[config.mk]
export PLATFORM = sky130hd
export DESIGN_NAME = lfsr_req_arbiter
export DESIGN_NICKNAME = d
export VERILOG_FILES = /design/src/rtl/lfsr_req_arbiter.sv
export SDC_FILE = /design/constraint.sdc
export NUM_CORES = 1
export LEC_CHECK = 0
export BUFFER_PORTS_ARGS = -buffer_cell sky130_fd_sc_hd__clkbuf_2
export CORE_UTILIZATION = 40
export DETAILED_ROUTE_END_ITERATION = 12
export PLACE_DENSITY_LB_ADDON = 0.2
export SYNTH_ARGS = -nofsm -noshare
export SYNTH_HDL_FRONTEND = slang
export SYNTH_SLANG_ARGS = --single-unit
[constraint.sdc]
create_clock -name clk -period 2.18 [get_ports clk]
set_input_delay 0.436 -clock clk [delete_from_list [all_inputs] [get_ports clk]]
set_output_delay 0.436 -clock clk [all_outputs]
set_load 0.02 [all_outputs]
[src/rtl/lfsr_req_arbiter.sv]
// Round-robin arbiter sharing one LFSR generator among NREQ requesters.
// Optional watchdog abort enabled by defining ARB_TIMEOUT_EN.
module lfsr_req_arbiter #(
   parameter int NREQ      = 4,
   parameter int DWIDTH    = 8,
   parameter int TO_CYCLES = 1023
) (
   input  logic                     clk,
   input  logic                     rst,
   input  logic [NREQ-1:0]          req,
   input  logic [NREQ*DWIDTH-1:0]   req_taps,
   input  logic [NREQ*DWIDTH-1:0]   req_seq,
   output logic [NREQ-1:0]          grant,
   output logic [NREQ-1:0]          done,
   output logic [DWIDTH-1:0]        result,
   output logic                     arb_busy,
   output logic                     err,
   output logic                     gen_start,
   output logic [DWIDTH-1:0]        gen_sw,
   output logic [DWIDTH-1:0]        gen_seq,
   input  logic                     gen_busy,
   input  logic [DWIDTH-1:0]        gen_num
);

   localparam int PW = (NREQ > 1) ? $clog2(NREQ) : 1;

   typedef enum logic [2:0] {
      IDLE, ISSUE, WAIT_ACK, WAIT_DONE, RESPOND
   } state_t;

   state_t            state_reg;
   logic [PW-1:0]     ptr_reg;
   logic [PW-1:0]     gidx_reg;
   logic [PW-1:0]     sel_idx;
   logic              sel_valid;
   logic              to_hit;
   logic [DWIDTH-1:0] taps_arr [NREQ];
   logic [DWIDTH-1:0] seq_arr  [NREQ];

   genvar gi;
   generate
      for (gi = 0; gi < NREQ; gi++) begin : g_unpack
         assign taps_arr[gi] = req_taps[gi*DWIDTH +: DWIDTH];
         assign seq_arr[gi]  = req_seq[gi*DWIDTH +: DWIDTH];
      end
   endgenerate

   // Scan from ptr+1 upward with wrap; the first set request wins.
   always_comb begin
      logic [PW-1:0] cand;
      sel_valid = 1'b0;
      sel_idx   = '0;
      cand      = '0;
      for (int i = 1; i <= NREQ; i++) begin
         cand = PW'((int'(ptr_reg) + i) % NREQ);
         if (!sel_valid && req[cand]) begin
            sel_valid = 1'b1;
            sel_idx   = cand;
         end
      end
   end

`ifdef ARB_TIMEOUT_EN
   localparam int CW = $clog2(TO_CYCLES + 1);
   logic [CW-1:0] to_cnt_reg;

   // Cleared while in ISSUE so it reads zero on the first WAIT_ACK cycle.
   always_ff @(posedge clk or negedge rst) begin
      if (!rst) begin
         to_cnt_reg <= '0;
      end else if (state_reg == ISSUE) begin
         to_cnt_reg <= '0;
      end else if (state_reg == WAIT_ACK || state_reg == WAIT_DONE) begin
         to_cnt_reg <= to_cnt_reg + CW'(1);
      end
   end

   assign to_hit = (state_reg == WAIT_ACK || state_reg == WAIT_DONE) &&
                   (to_cnt_reg == CW'(TO_CYCLES - 1));
`else
   assign to_hit = 1'b0;
`endif

   always_ff @(posedge clk or negedge rst) begin
      if (!rst) begin
         state_reg <= IDLE;
         ptr_reg   <= PW'(NREQ - 1);
         gidx_reg  <= '0;
         grant     <= '0;
         done      <= '0;
         result    <= '0;
         arb_busy  <= 1'b0;
         err       <= 1'b0;
         gen_start <= 1'b0;
         gen_sw    <= '0;
         gen_seq   <= '0;
      end else begin
         gen_start <= 1'b0;
         done      <= '0;
         err       <= 1'b0;
         case (state_reg)
            IDLE: begin
               if (sel_valid) begin
                  grant     <= {{(NREQ-1){1'b0}}, 1'b1} << sel_idx;
                  gidx_reg  <= sel_idx;
                  gen_sw    <= taps_arr[sel_idx];
                  gen_seq   <= seq_arr[sel_idx];
                  arb_busy  <= 1'b1;
                  gen_start <= 1'b1;
                  state_reg <= ISSUE;
               end
            end
            ISSUE: begin
               state_reg <= WAIT_ACK;
            end
            WAIT_ACK: begin
               if (to_hit) begin
                  result    <= '0;
                  done      <= grant;
                  err       <= 1'b1;
                  state_reg <= RESPOND;
               end else if (gen_busy) begin
                  state_reg <= WAIT_DONE;
               end
            end
            WAIT_DONE: begin
               // A real completion takes precedence over a same-cycle timeout.
               if (!gen_busy) begin
                  result    <= gen_num;
                  done      <= grant;
                  state_reg <= RESPOND;
               end else if (to_hit) begin
                  result    <= '0;
                  done      <= grant;
                  err       <= 1'b1;
                  state_reg <= RESPOND;
               end
            end
            RESPOND: begin
               grant     <= '0;
               arb_busy  <= 1'b0;
               ptr_reg   <= gidx_reg;
               state_reg <= IDLE;
            end
            default: state_reg <= IDLE;
         endcase
      end
   end

endmodule
==> impl_metrics.env <==
export IMPL_status="finished clean"
export IMPL_r2r_cells=5
export IMPL_drt_total_wl_um=5290
export IMPL_post_dp_hpwl_um=3900
export IMPL_relSlewSlack=0.418
export IMPL_final_cell_mix="112 x clkbuf_2, 43 x nand2_1, 39 x dfrtp_1"
export IMPL_coreArea_mm2=0.00524
export IMPL_synth_avg_cell_area_um2=10.1
export IMPL_clock_sink_count=41
export IMPL_synthArstFlopShare=1.00
export IMPL_fmax_ghz=0.511
export IMPL_drc=0
export IMPL_synthCells=220
export IMPL_clock_latency_ns=0.29
export IMPL_globalRouteMet2Util=0.315
export IMPL_hold_viol_final=0
export IMPL_synth_top_area_cell="dfrtp_1"
export IMPL_p_leak_nw=1.50
export IMPL_drv_cap=0
export IMPL_cp_arrival_ns=2.17
export IMPL_antenna_found_initial=0
export IMPL_ctsHoldBuffers=0
export IMPL_ys_warn_count=0
export IMPL_min_path_type="in2async"
export IMPL_critPathCaptureType="flop"
export IMPL_row_count=26
export IMPL_grt_pass1_wl_um=8540
export IMPL_wl_per_cell_um=13.0
export IMPL_synth_edff_count=0
export IMPL_top_regs="gen_seq x8, gen_sw x8, result x8"
export IMPL_yosys_register_bits=41
export IMPL_htreeDepth=2
export IMPL_clk_pin_slew_ns=0.08
export IMPL_die_area_mm2=0.00586
export IMPL_fin_crit_ns=1.96
export IMPL_io_pins=114
export IMPL_criticalPathCategory="reg2reg"
export IMPL_dr_total_vias=2005
export IMPL_crit_path_start_kind="flop"
export IMPL_p_per_area_mw_per_mm2=1360
export IMPL_synthesis_area_mm2=0.00222
export IMPL_syn_to_final_growth_pct=34.4
export IMPL_fin_skew_ns=0.00672
export IMPL_setup_violations=0
export IMPL_syn_nets=299
export IMPL_r2r_start="ptr_reg[0]$_DFFE_PN1P_"
export IMPL_yosysSeqAreaShare=0.462
export IMPL_drt_first_iter_violations=48
export IMPL_io_buffers=112
export IMPL_postRouteAntennaNets=0
export IMPL_cts_path_max_buffers=2
export IMPL_grt_use_met3=0.0575
export IMPL_root_buffer="clkbuf_8"
export IMPL_start_util=0.425
export IMPL_die_h_um=76.6
export IMPL_worst_slew_pin_slew_ns=0.873
export IMPL_grt_max_degree=46
export IMPL_crit_path_max_incr_delay_ns=0.64
export IMPL_grt_pass1_vias=1837
export IMPL_cp_max_fo=10
export IMPL_path_buf_inv=0
export IMPL_tns_ns=0
export IMPL_gr_max_usage_layer="met2"
export IMPL_overflow=0
export IMPL_gp_congestion=0.765
export IMPL_drive_gt1_frac=0.491
export IMPL_r2r_setup_slack_ns=0.22
export IMPL_cts_setup_buffers=0
export IMPL_n_antenna_cell=0
export IMPL_synthTopCellsByArea="dfrtp_1 44%, mux2_2 9.1%, nand2_1 7.3%"
export IMPL_cts_tree="done"
export IMPL_slowest_stage="dfstp_2"
export IMPL_slew_violations=0
export IMPL_path_cells="nand2b_1 > a211oi_1 > nor2_1 > a22oi_1 > a31oi_1"
export IMPL_fin_util=0.571
export IMPL_avgViaCountPerCell=4.94
export IMPL_r2r_end="gen_sw[0]$_DFFE_PN0P_"
export IMPL_gr_usage_met1=0.226
export IMPL_period_share=0.899
export IMPL_rsz0062_at_grt="false"
export IMPL_cp_required_ns=2.39
export IMPL_synth_top_area_frac=0.439
export IMPL_grt_use_total=0.186
export IMPL_peakVddDrop_mv=0.523
export IMPL_ys_types=36
export IMPL_nets=414
export IMPL_numCtsBuffers=5
export IMPL_dr_pass1_iters=5
export IMPL_synth_ff_type="dfrtp_1"
export IMPL_cts_resized=0
export IMPL_crit_family="simple AND/OR/NAND/NOR gates"
export IMPL_final_common_cell="clkbuf_2"
export IMPL_dieWidth_um=76.6
## synth_stat cells, drive strengths merged, types with 3 or more instances
master  instances
mux2           27
nor3            3
o21ai           7
buf             9
nor2b           3
nand2          43
nor2           23
and2            4
a21oi           4
a31oi          16
clkbuf          5
dfrtp          39
a22oi          16
## report_power, final
| part | internal (mW) | switching (mW) |
|---|---|---|
| logic | 0.898 | 1.19 |
| clock network | 0.373 | 0.246 |
| registers | 1.12 | 0.234 |
| total | 2.39 | 1.67 |
## worst max-delay path by stage
| stage | slack [ns] | to | cells past startpoint | startpoint |
|---|---|---|---|---|
| after floorplan | 0.23 | gen_seq[7]$_DFFE_PN0P_ | 7 | req[3] |
| after global placement | 0.08 | gidx_reg[1]$_DFFE_PN0P_ | 5 | req[1] |
| after detailed placement | 0.07 | gidx_reg[1]$_DFFE_PN0P_ | 5 | req[1] |
| after CTS | 0.11 | gidx_reg[1]$_DFFE_PN0P_ | 5 | state_reg[0]$_DFFE_PN0P_ |
| after global routing | 0.03 | gen_seq[6]$_DFFE_PN0P_ | 5 | ptr_reg[1]$_DFFE_PN1P_ |
| final | 0.22 | gen_sw[0]$_DFFE_PN0P_ | 5 | ptr_reg[0]$_DFFE_PN1P_ |
## worst register-to-register path, cell delays in order (launching register included)
cell,delay (ns)
dfstp_2,0.64
nand2b_1,0.16
a211oi_1,0.08
nor2_1,0.58
a22oi_1,0.23
a31oi_1,0.21
## per-stage QoR
stage               power (mW)  setup slack [ns]  hold WS (ns)  instance area [um^2]  instances
floorplan                 2.83             0.230         0.140                  2220        220
global placement          3.40            0.0782         0.415                  2870        397
detailed placement        3.45            0.0667         0.415                  2870        397
CTS                       4.07             0.115        0.0940                  2980        405
global route              4.36            0.0303         0.109                  2990        406
finish                    4.06             0.221        0.0826                  2990        406
## final cells by class
class	instances	area (um^2)
Tap cell	70	87.6
Fill cell	471	2250
Timing Repair Buffer	121	641
Multi-Input combinational cell	164	1110
Inverter	2	7.51
Clock buffer	7	86.3
Clock inverter	1	30.0
Sequential cell	41	1030
## logic make-up after synthesis
logic type | share of synthesized area
and+or+nand+nor | 0.164
DFF | 0.462
AOI/OAI and AO/OA | 0.175
buffers and inverters | 0.0450
muxes | 0.152
other | 0.00169
## layer usage
metal / vias to the layer above / wire length [um]
met2: 87 / 2570
li1: 1014 / -
met1: 897 / 2300
met4: 0 / 57
met3: 7 / 368
met5: - / 0
No activity file was read; power rests on OpenSTA's default activity.
